### src/rtl/mrmw_pkg.sv
// ============================================================================
// Module      : mrmw_pkg
// Description : Shared constants and helpers for the multi-read/multi-write RAM
// Revision    : 1.0 - initial release
// ============================================================================
`default_nettype none

package mrmw_pkg;

    localparam int RD_ADDR_REG = 0;
    localparam int RD_DATA_REG = 1;

    function automatic int lane_count(input int data_width);
        return data_width / 8;
    endfunction

endpackage

`default_nettype wire

### src/rtl/mrmw_rd_port.sv
// ============================================================================
// Module      : mrmw_rd_port
// Description : One read port of the shared RAM, address- or data-registered
// Revision    : 1.0 - initial release
// ============================================================================
`default_nettype none

module mrmw_rd_port
    import mrmw_pkg::*;
#(
    parameter int DATA_WIDTH = 32,
    parameter int DEPTH      = 4,
    parameter int ADDR_WIDTH = 2,
    parameter int RD_MODE    = RD_ADDR_REG
) (
    input  logic                  clock,
    input  logic                  resetn,
    input  logic                  ren,
    input  logic [ADDR_WIDTH-1:0] raddr,
    input  logic [DATA_WIDTH-1:0] mem [DEPTH],
    output logic [DATA_WIDTH-1:0] rdata,
    output logic                  rvalid
);

    logic [ADDR_WIDTH-1:0] sel_addr;
    logic                  sel_ok;
    logic [DATA_WIDTH-1:0] sel_word;

    assign sel_word = sel_ok ? mem[sel_addr] : '0;

    generate
        if ((2 ** ADDR_WIDTH) > DEPTH) begin : g_range_chk
            assign sel_ok = (sel_addr < ADDR_WIDTH'(DEPTH));
        end else begin : g_no_range_chk
            assign sel_ok = 1'b1;
        end
    endgenerate

    generate
        if (RD_MODE == RD_DATA_REG) begin : g_data_reg
            logic [DATA_WIDTH-1:0] rdata_q;

            assign sel_addr = raddr;

            // Array is sampled before this edge's writes land: read-first.
            always_ff @(posedge clock or negedge resetn) begin
                if (!resetn) begin
                    rdata_q <= '0;
                end else if (ren) begin
                    rdata_q <= sel_word;
                end
            end

            assign rdata = rdata_q;
        end else begin : g_addr_reg
            logic [ADDR_WIDTH-1:0] raddr_q;

            always_ff @(posedge clock or negedge resetn) begin
                if (!resetn) begin
                    raddr_q <= '0;
                end else if (ren) begin
                    raddr_q <= raddr;
                end
            end

            assign sel_addr = raddr_q;
            assign rdata    = sel_word;
        end
    endgenerate

    always_ff @(posedge clock or negedge resetn) begin
        if (!resetn) begin
            rvalid <= 1'b0;
        end else if (ren) begin
            rvalid <= 1'b1;
        end
    end

endmodule

`default_nettype wire

### src/rtl/mrmw_raddr.sv
// ============================================================================
// Module      : mrmw_raddr
// Description : Parametrised multi-read multi-write RAM with byte enables
// Revision    : 1.0 - initial release
// ============================================================================
`default_nettype none

module mrmw_raddr
    import mrmw_pkg::*;
#(
    parameter int DATA_WIDTH = 32,
    parameter int DEPTH      = 4,
    parameter int ADDR_WIDTH = $clog2(DEPTH),
    parameter int NUM_RD     = 1,
    parameter int NUM_WR     = 1,
    parameter int RD_MODE    = RD_ADDR_REG
) (
    input  logic                                      clock,
    input  logic                                      resetn,
    input  logic [NUM_WR-1:0]                         wen,
    input  logic [NUM_WR*lane_count(DATA_WIDTH)-1:0]  wbe,
    input  logic [NUM_WR*ADDR_WIDTH-1:0]              waddr,
    input  logic [NUM_WR*DATA_WIDTH-1:0]              wdata,
    input  logic [NUM_RD-1:0]                         ren,
    input  logic [NUM_RD*ADDR_WIDTH-1:0]              raddr,
    output logic [NUM_RD*DATA_WIDTH-1:0]              rdata,
    output logic [NUM_RD-1:0]                         rvalid
);

    localparam int LANES = lane_count(DATA_WIDTH);

    logic [DATA_WIDTH-1:0] mem [DEPTH];
    logic [NUM_WR-1:0]     wr_ok;

    generate
        for (genvar p = 0; p < NUM_WR; p++) begin : g_wr_range
            if ((2 ** ADDR_WIDTH) > DEPTH) begin : g_range_chk
                assign wr_ok[p] = (waddr[p*ADDR_WIDTH +: ADDR_WIDTH] < ADDR_WIDTH'(DEPTH));
            end else begin : g_no_range_chk
                assign wr_ok[p] = 1'b1;
            end
        end
    endgenerate

    // Ascending port order: a later non-blocking update to the same lane wins.
    always_ff @(posedge clock) begin
        for (int p = 0; p < NUM_WR; p++) begin
            for (int b = 0; b < LANES; b++) begin
                if (wen[p] && wbe[p*LANES + b] && wr_ok[p]) begin
                    mem[waddr[p*ADDR_WIDTH +: ADDR_WIDTH]][b*8 +: 8] <= wdata[p*DATA_WIDTH + b*8 +: 8];
                end
            end
        end
    end

    generate
        for (genvar r = 0; r < NUM_RD; r++) begin : g_rd
            mrmw_rd_port #(
                .DATA_WIDTH (DATA_WIDTH),
                .DEPTH      (DEPTH),
                .ADDR_WIDTH (ADDR_WIDTH),
                .RD_MODE    (RD_MODE)
            ) u_rd_port (
                .clock  (clock),
                .resetn (resetn),
                .ren    (ren[r]),
                .raddr  (raddr[r*ADDR_WIDTH +: ADDR_WIDTH]),
                .mem    (mem),
                .rdata  (rdata[r*DATA_WIDTH +: DATA_WIDTH]),
                .rvalid (rvalid[r])
            );
        end
    endgenerate

endmodule

`default_nettype wire

### config.mk
export PLATFORM = sky130hd
export DESIGN_NAME = mrmw_raddr
export DESIGN_NICKNAME = d
export VERILOG_FILES = /design/src/rtl/mrmw_pkg.sv /design/src/rtl/mrmw_rd_port.sv /design/src/rtl/mrmw_raddr.sv
export SDC_FILE = /design/constraint.sdc
export NUM_CORES = 1
export LEC_CHECK = 0
export BUFFER_PORTS_ARGS = -buffer_cell sky130_fd_sc_hd__buf_2
export CAP_MARGIN = 20
export CORE_MARGIN = 3
export CORE_UTILIZATION = 56
export DETAILED_ROUTE_END_ITERATION = 16
export PLACE_DENSITY = 0.81
export RECOVER_POWER = 100
export SYNTH_ARGS = -nofsm -noshare
export SYNTH_HDL_FRONTEND = slang
export SYNTH_HIERARCHICAL = 1
export SYNTH_SLANG_ARGS = --single-unit
### constraint.sdc
create_clock -name clock -period 1.35 [get_ports clock]
set_clock_uncertainty 0.05 [all_clocks]
set_input_delay 0.0675 -clock clock [delete_from_list [all_inputs] [get_ports clock]]
set_output_delay 0.0675 -clock clock [all_outputs]
set_load 0.02 [all_outputs]
==> results.py <==
metrics = {
    "outcome": {
        "status": "finished with violations",
        "violations": "setup timing",
    },
    "drt": {
        "dr_wl_met3_um": 563,
        "drc": 0,
        "met1Wirelength_um": 3962,
        "drt_iter0_markers": 89,
        "wl_met2_um": 4954,
        "via_per_inst": 5.371,
        "ant_nets": 0,
        "num_vias": 2680,
        "drt_pass1_iterations": 4,
        "avgRoutedWirePerCell_um": 19.16,
        "routed_wl_um": 9560,
        "top_layer": "met4",
    },
    "critical_path": {
        "crit_chain": "buf_6 > buf_12 > mux4_2 > buf_6",
        "critPathMaxFanout": 7,
        "startpoint_type": "register",
        "endpoint": "rdata[24]",
        "crit_path_end_kind": "output port",
        "crit_slowest_cell": "mux4_2",
        "worstReg2RegStart": "g_rd[0].u_rd_port/g_addr_reg.raddr_q[1]",
        "cp_common_cell": "buf_6",
        "r2r_end": "g_rd[0].u_rd_port/g_addr_reg.raddr_q[1]",
        "regToRegSetupSlack_ns": 0.21,
        "r2r_cells": 2,
        "slowest_delay_ns": 0.53,
        "cp.arrival_ns": 1.84,
        "startpoint": "g_rd[0].u_rd_port/g_addr_reg.raddr_q[0]",
        "required_ns": 1.23,
        "critical_path_class": "reg2out",
    },
    "global_route": {
        "overflow": 0,
        "grt_max_degree": 19,
        "grt_usage_pct": 20.40,
        "grt_pass1_vias": 2946,
        "grt_antenna_before_repair": 0,
        "grt_pass1_wl_um": 15300,
    },
    "cts": {
        "cts_sinks": 131,
        "cts_tree": "done",
        "clk_path_buf_depth": 2,
        "clockRootBuffer": "clkbuf_8",
        "cts_buffers": 17,
        "clk_pin_slew_worst_paths_ns": 0.06,
        "h-tree-depth": 4,
        "insertion_delay_ns": 0.49,
    },
    "synthesis": {
        "synth.top_cell.area_share_pct": 74.53,
        "yosysUniqueCellTypes": 22,
        "synth_top_area_cell": "edfxtp_1",
        "yosys_warnings": 6,
        "avgSynthCellArea_um2": 21.85,
        "ys_ff_latch": 131,
        "synthCells": 236,
        "synth_area_leaders": "edfxtp_1 (75%), mux4_2 (13%), and2_1 (3.9%)",
        "netlist_area_um2": 5157,
        "synthesis.nets": 280,
        "ys_seq_area_share_pct": 75.98,
    },
    "placement": {
        "io_buffers": 76,
        "place_area_um2": 5786,
        "dp_hpwl_um": 5871,
        "dp_cells": 427,
        "place.gp.congestion": 0.6756,
        "post-place-ws_ns": -0.1989,
    },
    "pwr": {
        "vdd_drop_max_mv": 0.9502,
        "power.leakage_nw": 2.279,
        "swShare_pct": 21.05,
        "seq_power_share_pct": 47.1,
        "combinationalPowerShare_pct": 11.2,
        "switchingPower_mw": 2.071,
        "total_power_mw": 9.838,
        "pwr-share-clk_pct": 41.7,
        "p_int_mw": 7.767,
        "powerDensity_nw_per_um2": 1445,
    },
    "sta": {
        "min_period_ns": 1.955,
        "clock.fmax_ghz": 0.5116,
        "maxSlewViolCount": 0,
        "rsz0062_at_grt": "yes",
        "slew_headroom_pct": 48.81,
        "finalSetupTns_ns": -18.39,
        "fin_hold_ws_ns": 0.2265,
        "hold_viol_final": 0,
        "layout_setup_ws_ns": -0.6046,
        "worst_slew_pin_slew_ns": 0.7679,
        "period_share_pct": 144.8,
        "setup_viol": 32,
    },
    "finish": {
        "final_common_cell": "edfxtp_1",
        "layout-drive-gt1-share_pct": 31.46,
        "syn2layout_area_growth_pct": 32.05,
        "final_nets": 424,
        "instances_no_fill": 499,
        "finalCoreUtilization_pct": 76.97,
        "diodes": 0,
        "final_cell_mix": "edfxtp_1 (128), clkbuf_1 (43), dlygate4sd3_1 (37), buf_6 (33), mux4_2 (31)",
        "post-route-cell-area_um2": 6810,
    },
    "die": {
        "die_h_um": 102.0,
        "fp-row-count": 34,
        "die_w_um": 102.0,
        "num_io_pins": 77,
        "initial_core_util_pct": 58.29,
        "design.core.area_um2": 8848,
        "dieArea_um2": 10400,
    },
    "worst_hold_path": {
        "min_path_type": "in2reg",
    },
    "run": {
        "maxCapViolCount": 0,
    },
}
[area by class of cell]
cell class	count	area, um2
flip-flops and latches	131	3920
fillers	519	2038
repair buffers	139	1137
multi-input cells	90	1079
clock buffers	18	417.9
well taps	108	135.1
clock inverters	12	117.6
inverters	1	3.754
[state kept, by name (all words and copies together), names as in the netlist]
signal and flops:
g_rd.u_rd_port/rvalid 1, mem 128, g_rd.u_rd_port/g_addr_reg.raddr_q 2
[worst max-delay path, delay by kind of cell, from the launching register on]
family	cells	cell delay, ns
buffers and inverters	3	0.42
multiplexers	1	0.53
flip-flops	1	0.39
[routing by layer]
metal	GRT usage, %	vias to the layer above
met4	7.164	0
met2	34.13	92
met3	5.802	10
met5	0	-
li1	-	1238
met1	25.87	1340
[cells by family after synthesis]
kind of cell / after synthesis / synth area share (%)
buf+inv: 15 / 2.911
flops: 131 / 75.98
mux: 34 / 14.63
simple gates: 56 / 6.477
[cells in the mapped netlist]
library cell  count
edfxtp_1        128
and2_1           32
mux4_2           29
nor2_1            8
buf_6             4
nand2_1           4
nor3_1            4
buf_12            3
buf_2             3
buf_4             3
dfrtp_1           3
mux4_1            3
and4b_1           2
mux2_2            2
and4_4            1
and4bb_1          1
clkbuf_1          1
inv_1             1
nand2b_1          1
nand3_1           1
or2_2             1
or2b_1            1
[timing repair]
| item | CTS | global route |
|---|---|---|
| hold buffers | 37 | 0 |
| endpoints found under the hold margin | 134 | 0 |
| setup endpoints to repair | 32 | 32 |
| gates resized for setup | 65 | 2 |
| setup buffers | 4 | 0 |
| gates cloned | 1 | 0 |
[worst min path at each step]
stage	start	to	slack, ns	cells after the start
floorplan	resetn	g_rd[0].u_rd_port/g_addr_reg.raddr_q[0]	-0.28	0
global placement	resetn	g_rd[0].u_rd_port/rvalid	-0.18	1
detailed placement	resetn	g_rd[0].u_rd_port/rvalid	-0.17	1
CTS	wbe[3]	mem[31]	0.009	2
global route	wbe[3]	mem[31]	0.25	2
finish	wbe[0]	mem[32]	0.23	4
[power groups by stage]
stage	registers [mW]	clock network [mW]	logic, mW
floorplan	4.69	0	0.555
global placement	4.71	0	0.833
detailed placement	4.72	0	0.846
CTS	4.63	4.17	1.14
global route	4.64	4.40	1.18
finish	4.63	4.11	1.10
No activity file was read; power rests on OpenSTA's default activity.
